`src/rtl/dsp_mac_sequencer.sv`:
```
// Purpose: dot-product controller that drives one dsp slice as a multiply-accumulator.
// Latency: res_valid is high len + DSP_LAT + 2 cycles after start; each in_valid-low FEED cycle adds one.
// Backpressure: in_valid low in FEED freezes the whole slice (dsp_ce = 0); in_ready is high only in FEED.
//
// Optional feature macro: DSP_MAC_PREADD_EN (pre-adder on, each beat contributes (d_in + b_in) * a_in).
//
// Ports:
//   CLK, RST                 clock (rising edge), asynchronous active-high reset
//   start, len               job request and operand-pair count, sampled in IDLE only
//   in_valid, in_ready       operand beat handshake; a_in, b_in, d_in are the beat operands
//   busy                     high whenever the FSM is not IDLE
//   res_valid, res, res_ovf  one-cycle result strobe, held 48-bit result, sticky accumulator carry
//   dsp_a/b/d, dsp_opmode    operand and mode drive to the slice
//   dsp_ce, dsp_rst          common clock-enable and reset for every slice register
//   dsp_p, dsp_carryout      slice accumulator output and its carry-out
module dsp_mac_sequencer #(
    parameter int LEN_W   = 8,
    parameter int DSP_LAT = 3
) (
    input  logic             CLK,
    input  logic             RST,
    input  logic             start,
    input  logic [LEN_W-1:0] len,
    input  logic             in_valid,
    output logic             in_ready,
    input  logic [17:0]      a_in,
    input  logic [17:0]      b_in,
    input  logic [17:0]      d_in,
    output logic             busy,
    output logic             res_valid,
    output logic [47:0]      res,
    output logic             res_ovf,
    output logic [17:0]      dsp_a,
    output logic [17:0]      dsp_b,
    output logic [17:0]      dsp_d,
    output logic [7:0]       dsp_opmode,
    output logic             dsp_ce,
    output logic             dsp_rst,
    input  logic [47:0]      dsp_p,
    input  logic             dsp_carryout
);

    typedef enum logic [2:0] {
        ST_IDLE,
        ST_CLR,
        ST_FEED,
        ST_DRAIN,
        ST_DONE
    } state_t;

    // The beat counter is reused as the drain counter; loading DSP_LAT-1 and
    // finishing at zero gives exactly DSP_LAT DRAIN cycles.
    localparam logic [LEN_W-1:0] DRAIN_LOAD = LEN_W'(DSP_LAT - 1);

    state_t           state_q, state_d;
    logic [LEN_W-1:0] cnt_q, cnt_d;
    logic [47:0]      res_q, res_d;
    logic             res_ovf_q, res_ovf_d;
    logic             in_ready_q;
    logic             busy_q;
    logic             res_valid_q;
    logic             accept;
    logic             ce_c;

    assign accept = (state_q == ST_FEED) && in_valid;

    // Slice enable: frozen in CLR (reset wins), follows the stream in FEED,
    // free-running in DRAIN so zero products flush the pipeline.
    always_comb begin
        ce_c = 1'b0;
        case (state_q)
            ST_FEED:  ce_c = in_valid;
            ST_DRAIN: ce_c = 1'b1;
            default:  ce_c = 1'b0;
        endcase
    end

    always_comb begin
        state_d   = state_q;
        cnt_d     = cnt_q;
        res_d     = res_q;
        res_ovf_d = res_ovf_q;

        // Carry-out only means something on an enabled cycle.
        if (ce_c && dsp_carryout) begin
            res_ovf_d = 1'b1;
        end

        case (state_q)
            ST_IDLE: begin
                if (start) begin
                    state_d = ST_CLR;
                    cnt_d   = len;
                end
            end
            ST_CLR: begin
                res_ovf_d = 1'b0;
                if (cnt_q != '0) begin
                    state_d = ST_FEED;
                end else begin
                    state_d = ST_DRAIN;
                    cnt_d   = DRAIN_LOAD;
                end
            end
            ST_FEED: begin
                if (in_valid) begin
                    if (cnt_q == LEN_W'(1)) begin
                        state_d = ST_DRAIN;
                        cnt_d   = DRAIN_LOAD;
                    end else begin
                        cnt_d = cnt_q - LEN_W'(1);
                    end
                end
            end
            ST_DRAIN: begin
                if (cnt_q == '0) begin
                    res_d   = dsp_p;
                    state_d = ST_DONE;
                end else begin
                    cnt_d = cnt_q - LEN_W'(1);
                end
            end
            ST_DONE: begin
                state_d = ST_IDLE;
            end
            default: begin
                state_d = ST_IDLE;
            end
        endcase
    end

    // Status outputs are registered from the next state so they line up
    // exactly with the state they describe.
    always_ff @(posedge CLK or posedge RST) begin
        if (RST) begin
            state_q     <= ST_IDLE;
            cnt_q       <= '0;
            res_q       <= '0;
            res_ovf_q   <= 1'b0;
            in_ready_q  <= 1'b0;
            busy_q      <= 1'b0;
            res_valid_q <= 1'b0;
        end else begin
            state_q     <= state_d;
            cnt_q       <= cnt_d;
            res_q       <= res_d;
            res_ovf_q   <= res_ovf_d;
            in_ready_q  <= (state_d == ST_FEED);
            busy_q      <= (state_d != ST_IDLE);
            res_valid_q <= (state_d == ST_DONE);
        end
    end

    assign in_ready  = in_ready_q;
    assign busy      = busy_q;
    assign res_valid = res_valid_q;
    assign res       = res_q;
    assign res_ovf   = res_ovf_q;

    // External reset also clears the slice, so an abort leaves no stale P.
    assign dsp_rst = RST || (state_q == ST_CLR);
    assign dsp_ce  = ce_c;

    assign dsp_a = accept ? a_in : 18'd0;
    assign dsp_b = accept ? b_in : 18'd0;

`ifdef DSP_MAC_PREADD_EN
    assign dsp_d      = accept ? d_in : 18'd0;
    assign dsp_opmode = 8'h19;
`else
    logic unused_d_in;
    assign unused_d_in = ^d_in;
    assign dsp_d       = 18'd0;
    assign dsp_opmode  = 8'h09;
`endif

endmodule

```
`config.mk`:
```
export PLATFORM = sky130hd
export DESIGN_NAME = dsp_mac_sequencer
export DESIGN_NICKNAME = d
export VERILOG_FILES = /design/src/rtl/dsp_mac_sequencer.sv
export SDC_FILE = /design/constraint.sdc
export NUM_CORES = 1
export LEC_CHECK = 0
export CAP_MARGIN = 20
export CORE_AREA = 2 2 123 89
export CTS_BUF_LIST = sky130_fd_sc_hd__clkbuf_8
export DETAILED_ROUTE_END_ITERATION = 12
export DIE_AREA = 0 0 125 91
export GPL_TIMING_DRIVEN = 0
export PLACE_DENSITY = 0.84
export SLEW_MARGIN = 20
export SYNTH_ARGS = -nofsm -noshare
export SYNTH_HDL_FRONTEND = slang
export SYNTH_SLANG_ARGS = --single-unit
export TNS_END_PERCENT = 5
```
`constraint.sdc`:
```
create_clock -name CLK -period 2.6 [get_ports CLK]
set_input_delay 0.52 -clock CLK [delete_from_list [all_inputs] [get_ports CLK]]
set_output_delay 0.52 -clock CLK [all_outputs]
set_load 0.01 [all_outputs]
```
-- Word level (Yosys, flattened, before mapping)
Index checks and enable logic that the tools add are counted.
- multiplexer cells: 17
- eq/ne operators: 10
- reductions and logical operators: 11
- add/subtract/negate cells: 1
- operators with widths (cell ; count):
    $mux 8 ; 5
    $mux 18 ; 2
    $pmux 8 s4 ; 1
    $mux 3 ; 4
    $pmux 3 s4 ; 1
    $eq 3x2->1 const B ; 3
    $eq 8x1->1 const B ; 1
    $logic_not 8->1 ; 1
    $ne 2x2->1 const B ; 4
    $reduce_bool 8->1 ; 1
    $sub 8x1->8 const B ; 1
    $reduce_and 5->1 ; 1
    $reduce_bool 4->1 ; 1
    $eq 3x1->1 const B ; 1
    $eq 3x3->1 const B ; 1
    $logic_not 3->1 ; 1
    $mux 1 ; 3
    $reduce_bool 3->1 ; 1
    $logic_and 1x1->1 ; 2
    $pmux 1 s2 ; 1
    $reduce_and 2->1 ; 1
    $reduce_bool 2->1 ; 1
    $logic_or 1x1->1 ; 1
- output and inout port bits: 116
- logic and storage cells: 46
- flip-flop bits (word level): 63
- bits of input ports: 115

-- Logic depth before layout (Yosys ltp)
- depth in word-level cells: 5
- gate-level depth with buffers: 9
- mapped depth without buffers: 7

-- Worst setup path before layout
Ideal clock, no wire load.
- kind: input to output
- from: in RST
- to: out dsp_rst
- path buffers: 0
- setup slack: -0.233 ns
- stages on the path: 2
- data required time: 2.080 ns
- data arrival time: 2.313 ns
- cells stage by stage: inv_1 o21ai_0
- longest elaborated chain between the ends: 1
- ends and longest elaborated chain (element ; RTL line ; RTL):
    start: declaration ; 21 ; input logic RST,
    $logic_or 1x1->1 ; 161 ; assign dsp_rst = RST || (state_q == ST_CLR);
    end: declaration ; 38 ; output logic dsp_rst,
No other way between the ends.

-- Worst setup path in the final report
- from: reg state_q[2]
- to: out dsp_a[2]
- longest elaborated chain between the ends: 3
- ends and longest elaborated chain (element ; RTL line ; RTL):
    start: declaration ; 55 ; state_t state_q, state_d;
    start signal: assignment ; 144 ; state_q <= state_d;
    $eq 3x2->1 ; 65 ; assign accept = (state_q == ST_FEED) && in_valid;
    $logic_and 1x1->1 ; 65 ;
    $mux 18 ; 164 ; assign dsp_a = accept ? a_in : 18'd0;
    end: declaration ; 33 ; output logic [17:0] dsp_a,
No other way between the ends.

==> impl_metrics.yaml <==
run_status:
  outcome: "finished clean"
die:
  die_w_um: 125
  ios: 231
  row_count: 31
  dieArea_mm2: 0.0114
  coreArea_mm2: 0.0102
  die_h_um: 91
  floorplan.initialDensity: 0.314
worst_setup_path:
  worstPathArrival_ns: 2.01
  r2r_end: "cnt_q[3]"
  rr_worst_depth: 8
  critPathLaunchType: "flop"
  crit_type: "reg2out"
  crit_path_end_kind: "primary output"
  crit_fanout: 7
  crit_required_ns: 2.08
  worst_r2r_startpoint: "cnt_q[0]"
  reg2reg_slack_ns: 0.29
global_route:
  grt_pass1_wl_um: 15700
  grt_pass1_vias: 3354
  grt_overflow_total: 0
  grt_max_degree: 31
  grt_use_total: 0.171
  antenna_found_initial: 0
sta:
  setup_tns_ns: 0
  rsz0062_at_grt: "yes"
  slew_viol_final: 0
  max_freq_mhz: 396
  fin_hold_ws_ns: 0.466
  fin_crit_ns: 2.53
  finalCritPeriodShare: 0.972
  setup_viol: 0
  clock_skew_ns: 0.00425
  hold_viol: 0
cells_and_area:
  layoutNonFillerInstCount: 742
  antennaDiodeCount: 0
  syn2layout_area_growth_pct: 75.4
  fill_cells: 883
  nets: 723
  fin_util: 0.551
  finish.instance_area_mm2: 0.00560
  layout_common_cells: "nand2_1 (159), clkdlybuf4s50_1 (153), dfrtp_1 (61)"
  layout_commonest_cell: "nand2_1"
  layout-drive-gt1-share: 0.116
synthesis:
  syn_inst: 380
  synth_top_family_by_area: "simple AND/OR/NAND/NOR gates"
  syn_area_mm2: 0.00319
  synthDistinctLibCells: 35
  yosysWarnings: 0
  synth_xor_xnor_area_share: 0.00274
  synth.top_cell.area_share: 0.494
  synth-compound-area-share: 0.0689
  synth.largest_area_cell: "dfrtp_1"
  ys_seq_area_frac: 0.494
  synth-adder-area-share: 0.0118
  synth-seq-cells: 63
  syn_area_per_cell_um2: 8.41
  synth_area_leaders: "dfrtp_1 (49%), nand2_1 (19%), and2_1 (7.1%)"
  synth_top_flop_cell: "dfrtp_1"
  synth_edf_count: 0
  synth_simple_gate_area_share: 0.317
  async_flop_share: 1.00
  synth_mux_area_frac: 0.00705
drt:
  firstDrtPassIters: 4
  num_vias: 3259
  drc_errors: 0
  drt_wl_total_um: 9760
  vias_per_cell: 4.39
  ant_nets: 0
  drt_iter0_drc: 201
  wl_per_cell_um: 13.2
power_and_ir_drop:
  vdd_drop_max_uv: 291
  power.density_mw_per_mm2: 931
  p_leak_uw: 0.00269
place:
  placedCellCount: 724
  gp_congestion: 0.874
  placed_area_mm2: 0.00536
  hpwl_um: 7650
  io_buffers: 186
hold_path:
  min_path_cells: 2
  hold_path.class: "reg2reg"
  whs_endpoint: "res[29]"
  min-delay-start: "res[29]"
clock_network:
  clkTransAtPathRegs_ns: 0.07
  holdBufCountCts: 0
  insertion_delay_ns: 0.33
  root_buffer: "clkbuf_8"
  cts_tree: "built"
  ctsLongestPathBuffers: 2
  cts_buffers: 9
  cts_sinks: 63
  htreeDepth: 3
job:
  max_cap_violations: 0
-- how the worst max path moves through the flow --
stage          startpoint       end  slack, ns
2_1_floorplan         RST   dsp_rst       0.27
3_3_place_gp          RST   dsp_rst      -1.08
3_5_place_dp     in_valid  dsp_a[9]      -0.91
4_1_cts        state_q[2]  dsp_a[3]      0.007
5_1_grt        state_q[2]  dsp_a[2]      0.001
6_report       state_q[2]  dsp_a[2]       0.07
-- cell families (layout without fill, tap and decap cells) --
group | Yosys count | count (layout)
buffers and inverters | 51 | 256
other | 2 | 26
AO/OA/AOI/OAI | 32 | 32
adder cells (fa/ha/maj) | 3 | 3
AND/OR/NAND/NOR | 226 | 227
multiplexers | 2 | 2
flip-flops | 63 | 63
XOR/XNOR | 1 | 1
-- routing by layer --
layer / part of all wire / GRT usage / vias up / wire, um
li1: - / - / 1598 / -
met1: 0.42 / 0.194 / 1496 / 4060
met2: 0.51 / 0.321 / 153 / 4990
met3: 0.063 / 0.0412 / 12 / 610
met4: 0.010 / 0.0472 / 0 / 102
met5: 0 / 0 / - / 0
-- registers in the layout (all words and copies together) (netlist names) --
name / flops
res_valid: 1
busy: 1
in_ready: 1
res_ovf: 1
cnt_q: 8
res: 48
state_q: 3
-- power breakdown --
group / switching [uW] / leakage (uW) / internal [uW]
clock: 395 / 0.0000875 / 442
sequential: 332 / 0.000690 / 1420
combinational: 1190 / 0.00191 / 1430
total: 1920 / 0.00269 / 3300
-- critical path: stages (launching register included) --
cell and delay [ns]:
dfrtp_2 0.45, nand2b_4 0.20, nor3b_4 0.31, and2_1 0.18, clkdlybuf4s50_1 0.54
-- area by class of cell --
| type | count | area [um^2] | share of cell area |
|---|---|---|---|
| buffer | 43 | 303 | 0.0540 |
| clock buffer | 9 | 124 | 0.0221 |
| clock inverter | 7 | 73.8 | 0.0132 |
| inverter | 7 | 30.0 | 0.00536 |
| multi-input combinational | 291 | 1450 | 0.258 |
| sequential | 63 | 1580 | 0.282 |
| tap | 132 | 165 | 0.0295 |
| timing repair buffer | 190 | 1880 | 0.336 |
-- cell usage after synthesis, types with 3 or more instances --
master    count
buf_2         5
clkbuf_1     11
inv_1         6
a22o_1        5
o21ai_0      15
a21oi_1       5
nor3_1        4
and2_1       36
nor3b_1       3
nor2_1       11
ha_1          3
nand2_1     159
dfrtp_1      63
buf_4        27
-- repair_timing --
action,4_1_cts,5_1_grt
endpoints found under the setup margin,37,7
pin swaps,1,0
cloned,1,0
buffers inserted,2,0
endpoints found under the hold margin,0,0
resized for setup,47,3
-- through the flow --
stage	worst slack [ns]	total power, uW
after global placement	-1.08	4270
after detailed placement	-0.915	4380
after CTS	0.00712	5240
final	0.0719	5220
after floorplan	0.270	2920
after global routing	0.00122	5610
Power figures use the tool's default switching activity.
